==> src/rtl/onehot_event_server_pkg.sv <==
// Shared helpers for the one-hot event server: width computation used to size
// the binary index port.
package onehot_event_server_pkg;

  function automatic int clog2(input int value);
    int result;
    result = 0;
    for (int i = 0; i < 31; i++) begin
      if ((1 << i) < value) begin
        result = i + 1;
      end
    end
    return result;
  endfunction

endpackage

==> src/rtl/onehot_event_server_priority.sv <==
// Fixed-priority one-hot pick: isolates the lowest (or highest) set bit of elig.
module onehot_priority #(
  parameter int W_INPUT      = 8,
  parameter int HIGHEST_WINS = 0
) (
  input  logic [W_INPUT-1:0] elig,
  output logic [W_INPUT-1:0] sel
);

  // The last match scanned overwrites earlier ones, so scan toward the winner.
  always_comb begin
    sel = '0;
    if (HIGHEST_WINS != 0) begin
      for (int i = 0; i < W_INPUT; i++) begin
        if (elig[i]) begin
          sel = W_INPUT'(1) << i;
        end
      end
    end else begin
      for (int i = W_INPUT - 1; i >= 0; i--) begin
        if (elig[i]) begin
          sel = W_INPUT'(1) << i;
        end
      end
    end
  end

endmodule

==> src/rtl/onehot_event_server.sv <==
// Sticky event collector that serves pending, unmasked lines one at a time as
// a binary index on a registered valid/ready output stage.
module onehot_event_server
  import onehot_event_server_pkg::*;
#(
  parameter int  W_INPUT      = 8,
  parameter int  HIGHEST_WINS = 0,
  localparam int W_INDEX      = (W_INPUT > 1) ? clog2(W_INPUT) : 1
) (
  input  logic               clk,
  input  logic               rst,
  input  logic [W_INPUT-1:0] in_pulse,
  input  logic [W_INPUT-1:0] mask,
  output logic [W_INPUT-1:0] pending,
  output logic [W_INPUT-1:0] dropped,
  output logic               out_valid,
  input  logic               out_ready,
  output logic [W_INDEX-1:0] out_index,
  output logic [W_INPUT-1:0] out_onehot
);

  logic [W_INPUT-1:0] pending_q, pending_d;
  logic [W_INPUT-1:0] dropped_q, dropped_d;
  logic [W_INPUT-1:0] out_onehot_q, out_onehot_d;
  logic [W_INDEX-1:0] out_index_q, out_index_d;
  logic               out_valid_q, out_valid_d;

  logic [W_INPUT-1:0] elig;
  logic [W_INPUT-1:0] sel;
  logic [W_INPUT-1:0] take;
  logic [W_INDEX-1:0] sel_index;
  logic               load;

  assign elig = pending_q & mask;

  onehot_priority #(
    .W_INPUT      (W_INPUT),
    .HIGHEST_WINS (HIGHEST_WINS)
  ) u_priority (
    .elig (elig),
    .sel  (sel)
  );

  // sel has at most one bit set, so OR-ing the indices of set bits is an exact encode.
  always_comb begin
    sel_index = '0;
    for (int i = 0; i < W_INPUT; i++) begin
      if (sel[i]) begin
        sel_index = sel_index | W_INDEX'(i);
      end
    end
  end

  always_comb begin
    load         = (|elig) && (!out_valid_q || out_ready);
    take         = load ? sel : '0;
    out_valid_d  = out_valid_q;
    out_onehot_d = out_onehot_q;
    out_index_d  = out_index_q;
    if (load) begin
      out_valid_d  = 1'b1;
      out_onehot_d = sel;
      out_index_d  = sel_index;
    end else if (out_valid_q && out_ready) begin
      out_valid_d  = 1'b0;
      out_onehot_d = '0;
    end
    // A pulse on the line being taken re-arms it rather than counting as a drop.
    pending_d = (pending_q & ~take) | in_pulse;
    dropped_d = in_pulse & pending_q & ~take;
  end

  always_ff @(posedge clk or posedge rst) begin
    if (rst) begin
      pending_q    <= '0;
      dropped_q    <= '0;
      out_valid_q  <= 1'b0;
      out_onehot_q <= '0;
      out_index_q  <= '0;
    end else begin
      pending_q    <= pending_d;
      dropped_q    <= dropped_d;
      out_valid_q  <= out_valid_d;
      out_onehot_q <= out_onehot_d;
      out_index_q  <= out_index_d;
    end
  end

  assign pending    = pending_q;
  assign dropped    = dropped_q;
  assign out_valid  = out_valid_q;
  assign out_onehot = out_onehot_q;
  assign out_index  = out_index_q;

endmodule

==> config.mk <==
export PLATFORM = sky130hd
export DESIGN_NAME = onehot_event_server
export DESIGN_NICKNAME = d
export VERILOG_FILES = /design/src/rtl/onehot_event_server_pkg.sv /design/src/rtl/onehot_event_server_priority.sv /design/src/rtl/onehot_event_server.sv
export SDC_FILE = /design/constraint.sdc
export NUM_CORES = 1
export LEC_CHECK = 0
export BUFFER_PORTS_ARGS = -buffer_cell sky130_fd_sc_hd__buf_4
export CAP_MARGIN = 10
export CORE_MARGIN = 2
export CORE_UTILIZATION = 30
export CTS_BUF_LIST = sky130_fd_sc_hd__clkbuf_4 sky130_fd_sc_hd__clkbuf_8 sky130_fd_sc_hd__clkbuf_16
export DETAILED_ROUTE_END_ITERATION = 10
export SLEW_MARGIN = 40
export SYNTH_ARGS = -nofsm -noshare
export SYNTH_HDL_FRONTEND = slang
export SYNTH_SLANG_ARGS = --single-unit
==> constraint.sdc <==
create_clock -name clk -period 1.8 [get_ports clk]
set_input_delay 0.36 -clock clk [delete_from_list [all_inputs] [get_ports clk]]
set_output_delay 0.36 -clock clk [all_outputs]
set_load 0.05 [all_outputs]
======== Word level (Yosys, flattened, before mapping) ========
Index checks and enable logic that the tools add are counted.
storage, ports and cells
  bits in registers ....................... 28
  word-level logic and storage cells ...... 37
cells by class
  bitwise logic cells ..................... 6
  mux-type cells .......................... 20
  reductions and logical operators ........ 6
operators with widths
  operator           number
  $mux 8             11
  $and 8x8->8        4
  $mux 3             4
  $not 8->8          1
  $or 8x8->8         1
  $reduce_or 8->1    1
  $mux 2             2
  $mux 1             3
  $logic_and 1x1->1  2
  $reduce_bool 2->1  1
  $logic_not 1->1    1
  $logic_or 1x1->1   1

======== Logic depth before layout (Yosys ltp) ========
Gate-level depths: netlist (run 1).
  depth after elaboration ................. 16
  depth in mapped cells ................... 5
  depth with buffers taken out ............ 4

======== By module ========
From an unflattened synthesis (run 1), not the netlist that was laid out.
unflattened totals
  cell total of the unflattened synthesis .. 100
  area total of the unflattened synthesis .. 1213.7 µm²
modules (own cells, without submodules)
  module               area an instance (µm²)  seq. area each (µm²)  cells each  times used
  onehot_event_server  1129.8                  700.7                 90          1
  onehot_priority      83.8                    0.0                   10          1

======== Worst setup path before layout (run 1) ========
Ideal clock, no wire load.
  kind .................................... register -> register
  start ................................... register pending_q[1] (netlist: pending[1])
  end ..................................... register out_index_q[0] (netlist: out_index[0])
  slack ................................... 142 ps
  arrival ................................. 1533 ps
  setup time .............................. 125 ps
  clock period less this slack ............ 1658 ps
  cell stages (with the launch flop) ...... 5
  buffers on the path ..................... 0
  cell sequence ........................... dfrtp_1 a22oi_4 nand4_2 nand2_1 mux2_2
on the way
  word-level cells in the longest chain between the ends .. 10
  elaborated cells on any way between the ends .. 12
  classes of those cells .................. 9 x mux; 1 x bitwise; 2 x reduce/logical
ends and longest elaborated chain
  item                    RTL line                            source
  start, declared         onehot_event_server.sv:22           logic [W_INPUT-1:0] pending_q, pending_d;
  start signal, assigned  onehot_event_server.sv:81           pending_q <= pending_d;
  $and 8x8->8 *           onehot_event_server.sv:34           assign elig = pending_q & mask;
  $mux 8 (2 in a row)     onehot_event_server_priority.sv:21  if (elig[i]) begin
  $mux 1                  onehot_event_server.sv:48           if (sel[i]) begin
  $mux 2 (2 in a row)     onehot_event_server.sv:48
  $mux 3 (4 in a row)     onehot_event_server.sv:48
  end signal, assigned    onehot_event_server.sv:85           out_index_q <= out_index_d;
  end, declared           onehot_event_server.sv:25           logic [W_INDEX-1:0] out_index_q, out_index_d;
Every way passes the cells marked *; elsewhere a longest branch is shown, timed or not.
A chain may end at the register's enable or synchronous reset.

======== Worst setup path in the final report (run 1) ========
  start ................................... register out_valid_q (netlist: out_valid)
  end ..................................... register dropped_q[7] (netlist: dropped[7])
on the way
  word-level cells in the longest chain between the ends .. 6
ends and longest elaborated chain
  item                    RTL line                   source
  start, declared         onehot_event_server.sv:26  logic out_valid_q, out_valid_d;
  start signal, assigned  onehot_event_server.sv:83  out_valid_q <= out_valid_d;
  $logic_not 1->1         onehot_event_server.sv:55  load = (|elig) && (!out_valid_q || out_ready);
  $logic_or 1x1->1        onehot_event_server.sv:55
  $logic_and 1x1->1       onehot_event_server.sv:55
  $mux 8                  onehot_event_server.sv:56  take = load ? sel : '0;
  $not 8->8               onehot_event_server.sv:70  dropped_d = in_pulse & pending_q & ~take;
  $and 8x8->8             onehot_event_server.sv:70
  via dropped_d[7]        onehot_event_server.sv:23  logic [W_INPUT-1:0] dropped_q, dropped_d;
  end signal, assigned    onehot_event_server.sv:82  dropped_q <= dropped_d;
  end, declared           onehot_event_server.sv:23
The timed path passes the listed nets, and every way through them passes these cells.

==> results of run 1 <==
## flip-flops by register name (all words and copies together), names as in the netlist
name	cells
out_valid	1
out_onehot	8
dropped	8
pending	8
out_index	3
## per-layer routing
metal | vias up | routed length (um)
li1 | 496 | -
met1 | 479 | 1210
met2 | 25 | 1330
met3 | 2 | 167
met4 | 0 | 19
met5 | - | 0
## power breakdown
part	internal, W	total, W	switching (W)
registers	0.000666	0.000691	0.0000252
logic	0.000122	0.000354	0.000232
clock network	0.000150	0.000326	0.000176
## final timing paths
kind                          startpoint       endpoint  slack, ns  cells past startpoint
max                            out_valid     dropped[7]       0.26                      4
min                                  rst  out_onehot[7]       0.15                      3
min in group clk             in_pulse[0]     pending[0]       0.27                      2
max reg2reg                    out_valid     dropped[7]       0.26                      4
min reg2reg                out_onehot[7]  out_onehot[7]       0.49                      1
max in group asynchronous            rst  out_onehot[1]       1.40                      3
## cells by family after synthesis
kind of cell	after synthesis	synth area share, %
multiplexers	1	0.905
AND/OR/NAND/NOR	39	17.3
flip-flops	28	56.3
buffers and inverters	7	2.21
AO/OA/AOI/OAI	33	23.2
## per-stage QoR
stage	hold WS [ns]	util, %	setup WS, ns	total power (W)
2_1_floorplan	0.425	-	0.142	0.000929
3_3_place_gp	0.452	41.5	0.291	0.00106
3_5_place_dp	0.452	41.5	0.270	0.00106
4_1_cts	0.160	42.6	0.267	0.00139
5_1_grt	0.186	42.6	0.111	0.00144
6_report	0.146	42.6	0.263	0.00137
## final cells by class
type | count | area share (%)
clock buffers | 3 | 2.42
well taps | 50 | 3.67
multi-input cells | 73 | 30.3
inverters | 6 | 1.32
repair buffers | 48 | 21.2
flip-flops and latches | 28 | 41.1
## worst register-to-register path, stage by stage, from the launching register on
cell and delay, ns:
dfrtp_1 0.47, nand2b_1 0.31, and4_4 0.32, nand4_2 0.13, and3_1 0.21
## layout by cell type, fill, tap and decap left out
cell type	instances
o21ai_0	4
nor2b_1	1
or2_2	2
nand4_1	1
a22oi_4	2
inv_1	6
nor2_1	3
a21boi_1	1
and2_1	4
buf_4	48
a32o_1	4
and3_1	4
mux2_2	1
and4_4	1
a31oi_1	2
and4_1	1
nand3_1	3
or2_1	1
o21a_1	1
clkbuf_8	3
a21bo_1	1
a21oi_1	7
nand2_1	15
o21ai_4	1
nand2b_1	1
a21o_1	3
dfrtp_1	28
a22oi_2	2
o2111ai_2	1
a22o_1	2
nand4_2	2
o2bb2ai_1	2
==> reports/results.txt, run 1 <==
Diode count: 0
Critical path arrival: 1.70 ns
Die area: 4680 um^2
Most common flop cell mapped by yosys: dfrtp_1
Post-layout min period: 1.54 ns
Status: complete, no violations
Final wirelength: 2720 um
Post-route cell area: 1700 um^2
Avg Inst Size Synth: 11.5 um^2
First-pass GRT wire length: 4300 um
Worst relative slew slack: 76.2%
Mapped Cells: 108
Setup Buffers After CTS: 0
Flops & latches, synth: 28
Core Rows: 23
Overflow after GRT: 0
Startpoint types: flop
Fmax: 651 MHz
LEAKAGE: 0.802 nW
CTS tree: yes
CP max stage cell: dfrtp_1
Hold Crit Class: in2async
Worst path required time: 1.96 ns
I/O pin cnt: 47
Skew-Pair Late Insertion Delay: 0.27 ns
Synth warnings: 0
Cell Area, Synth: 1240 um^2
Top-count cell post-synth: dfrtp_1
CTS Hold Bufs: 0
CP endpoint kind: flop
Hold Fails Final Rpt: 0
RSZ-0062 raised after global routing: no
Ys async rst share: 100%
Die X: 68.4 um
Largest net degree at the start of global routing: 29
Critical path buffers and inverters: 0
Initial antenna violation count: 0
Post_cts resized: 0
Clk buf depth: 2
Max-slew violation count: 0
Synth area leader: dfrtp_1
DR vias: 1002
Root Driver: clkbuf_8
Max incr delay on CP: 0.47 ns
DRT iter0 DRCs: 39
Yosys top cell area share: 56.3%
Detailed Routing Iterations Pass 1: 4
Vias in the first global route: 929
CP max FO: 10
Drt drc: 0
Seq/Total Area, Yosys: 56.3%
H-tree level count: 1
Crit path max-delay family: simple AND/OR/NAND/NOR gates
Post-DR vias/cell: 4.82
Nets: 179
Peak VDD IR: 0.683 mV
Share of cells above drive strength 1: 39.9%
Worst-path cell chain: nand2b_1 > and4_4 > nand4_2 > and3_1
Sequential standard cell area: 701 um^2
Final Non-Filler Cells: 208
CORE AREA: 4000 um^2
Post-synth EDFFs: 0
Power per cell area: 805 nW/um^2
Area added between synthesis and finish: 36.9%
GRT Max-Usage Layer: met2
Die Span Y: 68.4 um
Tcrit/Tclk final: 85.4%
Initial Utilization: 31.1%
Met3 global-route usage: 3.45%
Clock Sinks: 28
WL/cell: 13.1 um
GRT met1 Usage: 16.3%
Total CTS buffers: 3
Placed cell area: 1660 um^2
Final setup TNS: 0 ns
Cell count after placement: 205
Setup Skew: 0.00162 ns
Ranking of synthesized cells by area: dfrtp_1 (56%), nand2_1 (4.5%), a22oi_4 (3.4%), a32o_1 (3.2%), a21oi_1 (2.8%)
Input/output buffers: 46
Met2 Use GR: 20.2%
Hpwl dp: 2160 um
Max-cap violations: 0
Multi-input gate area: 515 um^2
GRT Util Overall: 12.4%
Setup CP Type: reg2reg
Final setup vio count: 0
Netlist cell types: 31
Worst-path clk slew: 0.09 ns
Syn_nets: 127
FILL cells: 393
Worst-Margin Slew: 0.357 ns
Routed Antenna Nets: 0
Final Wtd Congestion: 0.842
Most instantiated cells after synthesis: dfrtp_1 (28), nand2_1 (15), a21oi_1 (7)
Power figures use the tool's default switching activity.
==> run 2: changes to the inputs <==
Settings changed: PLACE_DENSITY from default to 0.5.
==> reports/results.txt, run 2 (synthesized netlist as in run 1, its figures left out) <==
Status: complete, no violations
R2r setup slk: 0.24 ns (-0.03 ns)
Die area: 4680 um^2 (unchanged)
Setup Skew: 0.00956 ns (+0.00794 ns)
Post-route cell area: 1720 um^2 (+0.88%)
Detailed Routing Iterations Pass 1: 4 (unchanged)
Max-cap violations: 0 (unchanged)
Tcrit/Tclk final: 86.8% (+1.4 points)
Area added between synthesis and finish: 38.1%
Nets: 181 (+1.1%)
Commonest non-fill, non-tap cells in the layout: buf_4 (50), dfrtp_1 (28), nand2_1 (15), a21oi_1 (7), inv_1 (6)
GRT Util Overall: 13.7% (+1.3 points)
Initial antenna violation count: 0 (unchanged)
Initial Utilization: 31.1% (unchanged)
Setup ws final: 0.237 ns (-0.0259 ns)
Hold Fails Final Rpt: 0 (unchanged)
Input/output buffers: 46 (unchanged)
Core Rows: 23 (unchanged)
Clk buf depth: 2 (unchanged)
Post_cts resized: 0 (unchanged)
CP endpoint kind: flop
Die X: 68.4 um (unchanged)
CORE AREA: 4000 um^2 (unchanged)
Hold Crit Class: in2async
Pre-CTS setup slack: 0.213 ns (-0.0572 ns)
WL/cell: 13.7 um (+5.2%)
Die Span Y: 68.4 um (unchanged)
I/O pin cnt: 47 (unchanged)
Skew-Pair Late Insertion Delay: 0.28 ns (about the same)
Post-layout min period: 1.56 ns (+0.0259 ns)
Clock Sinks: 28 (unchanged)
CP max FO: 9 (-1)
Critical path arrival: 1.74 ns (+0.04 ns)
Power per cell area: 813 nW/um^2 (+0.95%)
Largest net degree at the start of global routing: 29 (unchanged)
Worst R2R Start: pending[0]
RSZ-0062 raised after global routing: no
Commonest non-fill, non-tap cell in the layout: buf_4
Share of cells above drive strength 1: 40.6% (+0.75 points)
Worst-path clk slew: 0.10 ns (about the same)
Vias in the first global route: 966 (+4.0%)
Overflow after GRT: 0 (unchanged)
Placed cell area: 1680 um^2 (+0.90%)
Setup CP Type: reg2reg
Hpwl dp: 2230 um (+3.4%)
Final setup vio count: 0 (unchanged)
Peak VDD IR: 0.362 mV (-47%)
Post-DR vias/cell: 4.88 (+1.2%)
CTS tree: yes
Final wirelength: 2890 um (+6.2%)
DRT iter0 DRCs: 46 (+18%)
Setup Buffers After CTS: 0 (unchanged)
Total CTS buffers: 3 (unchanged)
Fmax: 640 MHz (-1.7%)
H-tree level count: 1 (unchanged)
Startpoint types: flop
Final setup TNS: 0 ns (unchanged)
Drt drc: 0 (unchanged)
Worst-Margin Slew: 0.387 ns (+0.0304 ns)
CTS Hold Bufs: 0 (unchanged)
LEAKAGE: 0.812 nW (+1.2%)
First-pass GRT wire length: 4690 um (+9.0%)
R2R cell count: 4 (unchanged)
Max-slew violation count: 0 (unchanged)
Diode count: 0 (unchanged)
Worst relative slew slack: 74.2% (-2.0 points)
Routed Antenna Nets: 0 (unchanged)
Root Driver: clkbuf_8
Reg2reg end: out_index[0]
DR vias: 1024 (+2.2%)
Worst path required time: 1.97 ns (about the same)
Final Wtd Congestion: 0.737 (-12%)
[run 2: worst max path at each step]
stage | to | cells past startpoint | startpoint
2_1_floorplan | out_index[0] | 4 | pending[1]
3_3_place_gp | pending[4] | 5 | out_ready
3_5_place_dp | out_index[0] | 5 | mask[1]
4_1_cts | out_index[0] | 4 | pending[3]
5_1_grt | out_index[0] | 4 | pending[0]
6_report | out_index[0] | 4 | pending[0]
[run 2: area by class of cell]
cell class	instances	area, um^2
Sequential cell	28	701
Tap cell	50	62.6
Fill cell	386	2280
Inverter	6	22.5
Multi-Input combinational cell	73	515
Clock buffer	3	41.3
Timing Repair Buffer	50	375
[run 2: through the flow]
| stage | cells | total power (W) | util (%) | hold WS (ns) |
|---|---|---|---|---|
| floorplan | 108 | 0.000929 | - | 0.425 |
| global placement | 207 | 0.00106 | 41.9 | 0.454 |
| detailed placement | 207 | 0.00107 | 41.9 | 0.460 |
| CTS | 210 | 0.00141 | 42.9 | 0.152 |
| global route | 210 | 0.00147 | 42.9 | 0.170 |
| finish | 210 | 0.00140 | 42.9 | 0.139 |
[run 2: layer usage]
layer  GRT usage (%)  routed length, um  vias to the layer above  part of all wire (%)
met1            18.6               1290                      499                    45
met5               0                  0                        -                     0
met2            21.8               1450                       20                    50
met3            2.63                116                        4                   4.0
met4            4.50                 38                        0                   1.3
li1                -                  -                      501                     -
[run 2: critical path, stage by stage, from the launching register on]
cell and delay (ns):
dfrtp_1 0.47, a22oi_4 0.30, nand4_2 0.22, nand2_1 0.13, mux2_2 0.34
[run 2: report_power, final]
| group | switching (W) | internal, W |
|---|---|---|
| combinational | 0.000234 | 0.000125 |
| sequential | 0.0000250 | 0.000666 |
| clock | 0.000195 | 0.000151 |
==> run 3: changes to the inputs <==
Clock period 1.8 ns to 1.6 ns, I/O delays scaled along.
==> reports/results.txt, run 3 (synthesized netlist as in run 1, its figures left out) <==
Final setup vio count: 0 (unchanged)
Final wirelength: 2830 um (-1.9%)
RSZ-0062 raised after global routing: no
Share of cells above drive strength 1: 46.0% (+5.3 points)
Critical path buffers and inverters: 0 (unchanged)
Diode count: 0 (unchanged)
Hold Fails Final Rpt: 0 (unchanged)
Detailed Routing Iterations Pass 1: 4 (unchanged)
LEAKAGE: 0.812 nW (about the same)
Post_cts resized: 0 (unchanged)
Initial antenna violation count: 0 (unchanged)
Clock Sinks: 28 (unchanged)
Status: complete, no violations
Post-layout min period: 1.53 ns (-0.0336 ns)
Startpoint types: flop
Routed Antenna Nets: 0 (unchanged)
Post-route cell area: 1740 um^2 (+1.3%)
CORE AREA: 4000 um^2 (unchanged)
Power per cell area: 894 nW/um^2 (+10%)
Worst-path clk slew: 0.09 ns (about the same)
H-tree level count: 1 (unchanged)
Max-cap violations: 0 (unchanged)
Vias in the first global route: 947 (-2.0%)
Setup CP Type: reg2reg
Clk buf depth: 2 (unchanged)
Fmax: 654 MHz (+2.2%)
Worst-Margin Slew: 0.426 ns (+0.0388 ns)
Drt drc: 0 (unchanged)
Skew-Pair Late Insertion Delay: 0.26 ns (-0.02 ns)
P_sw: 0.000495 W (+9.0%)
Final Non-Filler Cells: 211 (+0.48%)
Initial Utilization: 31.1% (unchanged)
Combinational share of power: 26.1% (+0.4 points)
Total CTS buffers: 3 (unchanged)
CTS tree: yes
R2r setup slk: 0.07 ns (-0.17 ns)
Nets: 182 (+0.55%)
Final Wtd Congestion: 0.729 (-1.1%)
Core Rows: 23 (unchanged)
Crit path max-delay family: compound AO/OA/AOI/OAI gates
Setup Skew: 0.00352 ns (-0.00604 ns)
DRT iter0 DRCs: 45 (-2.2%)
Critical path arrival: 1.71 ns (-0.03 ns)
Tcrit/Tclk final: 95.6% (+8.8 points)
Placed cell area: 1690 um^2 (+0.60%)
Max incr delay on CP: 0.45 ns (-0.02 ns)
Worst relative slew slack: 71.6% (-2.6 points)
CP endpoint kind: flop
GRT Util Overall: 12.7% (-0.97 points)
Sw frac: 31.9% (-0.71 points)
Pint: 0.00106 W (+13%)
CP max stage cell: dfrtp_2
Final setup TNS: 0 ns (unchanged)
First-pass GRT wire length: 4350 um (-7.1%)
Input/output buffers: 46 (unchanged)
Sequential share of power: 50.1% (+0.6 points)
Hold Crit Class: in2async
Peak VDD IR: 0.440 mV (+21%)
CTS Hold Bufs: 0 (unchanged)
Root Driver: clkbuf_8
Die area: 4680 um^2 (unchanged)
DR vias: 1000 (-2.3%)
Max-slew violation count: 0 (unchanged)
Clk pwr share: 23.7% (-1.1 points)
Worst path required time: 1.78 ns (-0.19 ns)
I/O pin cnt: 47 (unchanged)
WL/cell: 13.4 um (-2.3%)
CP max FO: 7 (-2)
Die X: 68.4 um (unchanged)
Overflow after GRT: 0 (unchanged)
Commonest non-fill, non-tap cell in the layout: buf_4
Post-DR vias/cell: 4.74 (-2.8%)
Worst-path cell chain: a22oi_4 > nand4_2 > o21ai_4 > o2bb2ai_1
Largest net degree at the start of global routing: 29 (unchanged)
Hpwl dp: 2140 um (-4.2%)
Cell count after placement: 207 (unchanged)
Die Span Y: 68.4 um (unchanged)
Commonest non-fill, non-tap cells in the layout: buf_4 (50), dfrtp_1 (20), nand2_1 (15), dfrtp_2 (8), a21oi_1 (7)
Area added between synthesis and finish: 39.9%
[run 3: tightest hold or removal path, cell delays in order]
cell,delay [ns]
buf_4,0.11
inv_1,0.04
buf_4,0.32
[run 3: path summary, 6_finish.rpt]
check / startpoint / endpoint / cells past startpoint
worst min register to register: out_onehot[7] / out_onehot[7] / 1
worst max-delay path: pending[3] / out_onehot[4] / 4
min in group clk: in_pulse[0] / pending[0] / 2
worst min-delay path: rst / out_onehot[3] / 3
worst max register to register: pending[3] / out_onehot[4] / 4
max in group asynchronous: rst / pending[2] / 3
[run 3: layout make-up]
class                   count  area [um^2]
fillers                   404         2260
repair buffers             50          375
multi-input cells          74          528
well taps                  50         62.6
inverters                   6         22.5
flip-flops and latches     28          711
clock buffers               3         41.3
[run 3: per-stage QoR]
| stage | total power [W] | hold WS (ns) | setup WS (ns) | util [%] |
|---|---|---|---|---|
| 2_1_floorplan | 0.00105 | 0.385 | 0.0168 | - |
| 3_3_place_gp | 0.00120 | 0.417 | 0.0692 | 42.2 |
| 3_5_place_dp | 0.00120 | 0.421 | 0.0568 | 42.2 |
| 4_1_cts | 0.00158 | 0.120 | 0.0438 | 43.2 |
| 5_1_grt | 0.00165 | 0.134 | 0.00697 | 43.5 |
| 6_report | 0.00156 | 0.110 | 0.0704 | 43.5 |
[run 3: what timing repair did]
item,4_1_cts,5_1_grt
buffers inserted,0,0
setup endpoints to repair,0,6
endpoints found under the hold margin,0,0
[run 3: power groups by stage]
stage	combinational, W	clock, W	sequential, W
2_1_floorplan	0.000105	0	0.000941
3_3_place_gp	0.000404	0	0.000792
3_5_place_dp	0.000406	0	0.000793
4_1_cts	0.000407	0.000397	0.000779
5_1_grt	0.000434	0.000429	0.000787
6_report	0.000406	0.000369	0.000780
[run 3: metal layers]
| metal | vias to the layer above | GRT usage [%] | wire (um) |
|---|---|---|---|
| li1 | 502 | - | - |
| met1 | 476 | 16.3 | 1240 |
| met2 | 20 | 21.0 | 1450 |
| met3 | 2 | 2.80 | 123 |
| met4 | 0 | 4.50 | 21 |
| met5 | - | 0 | 0 |
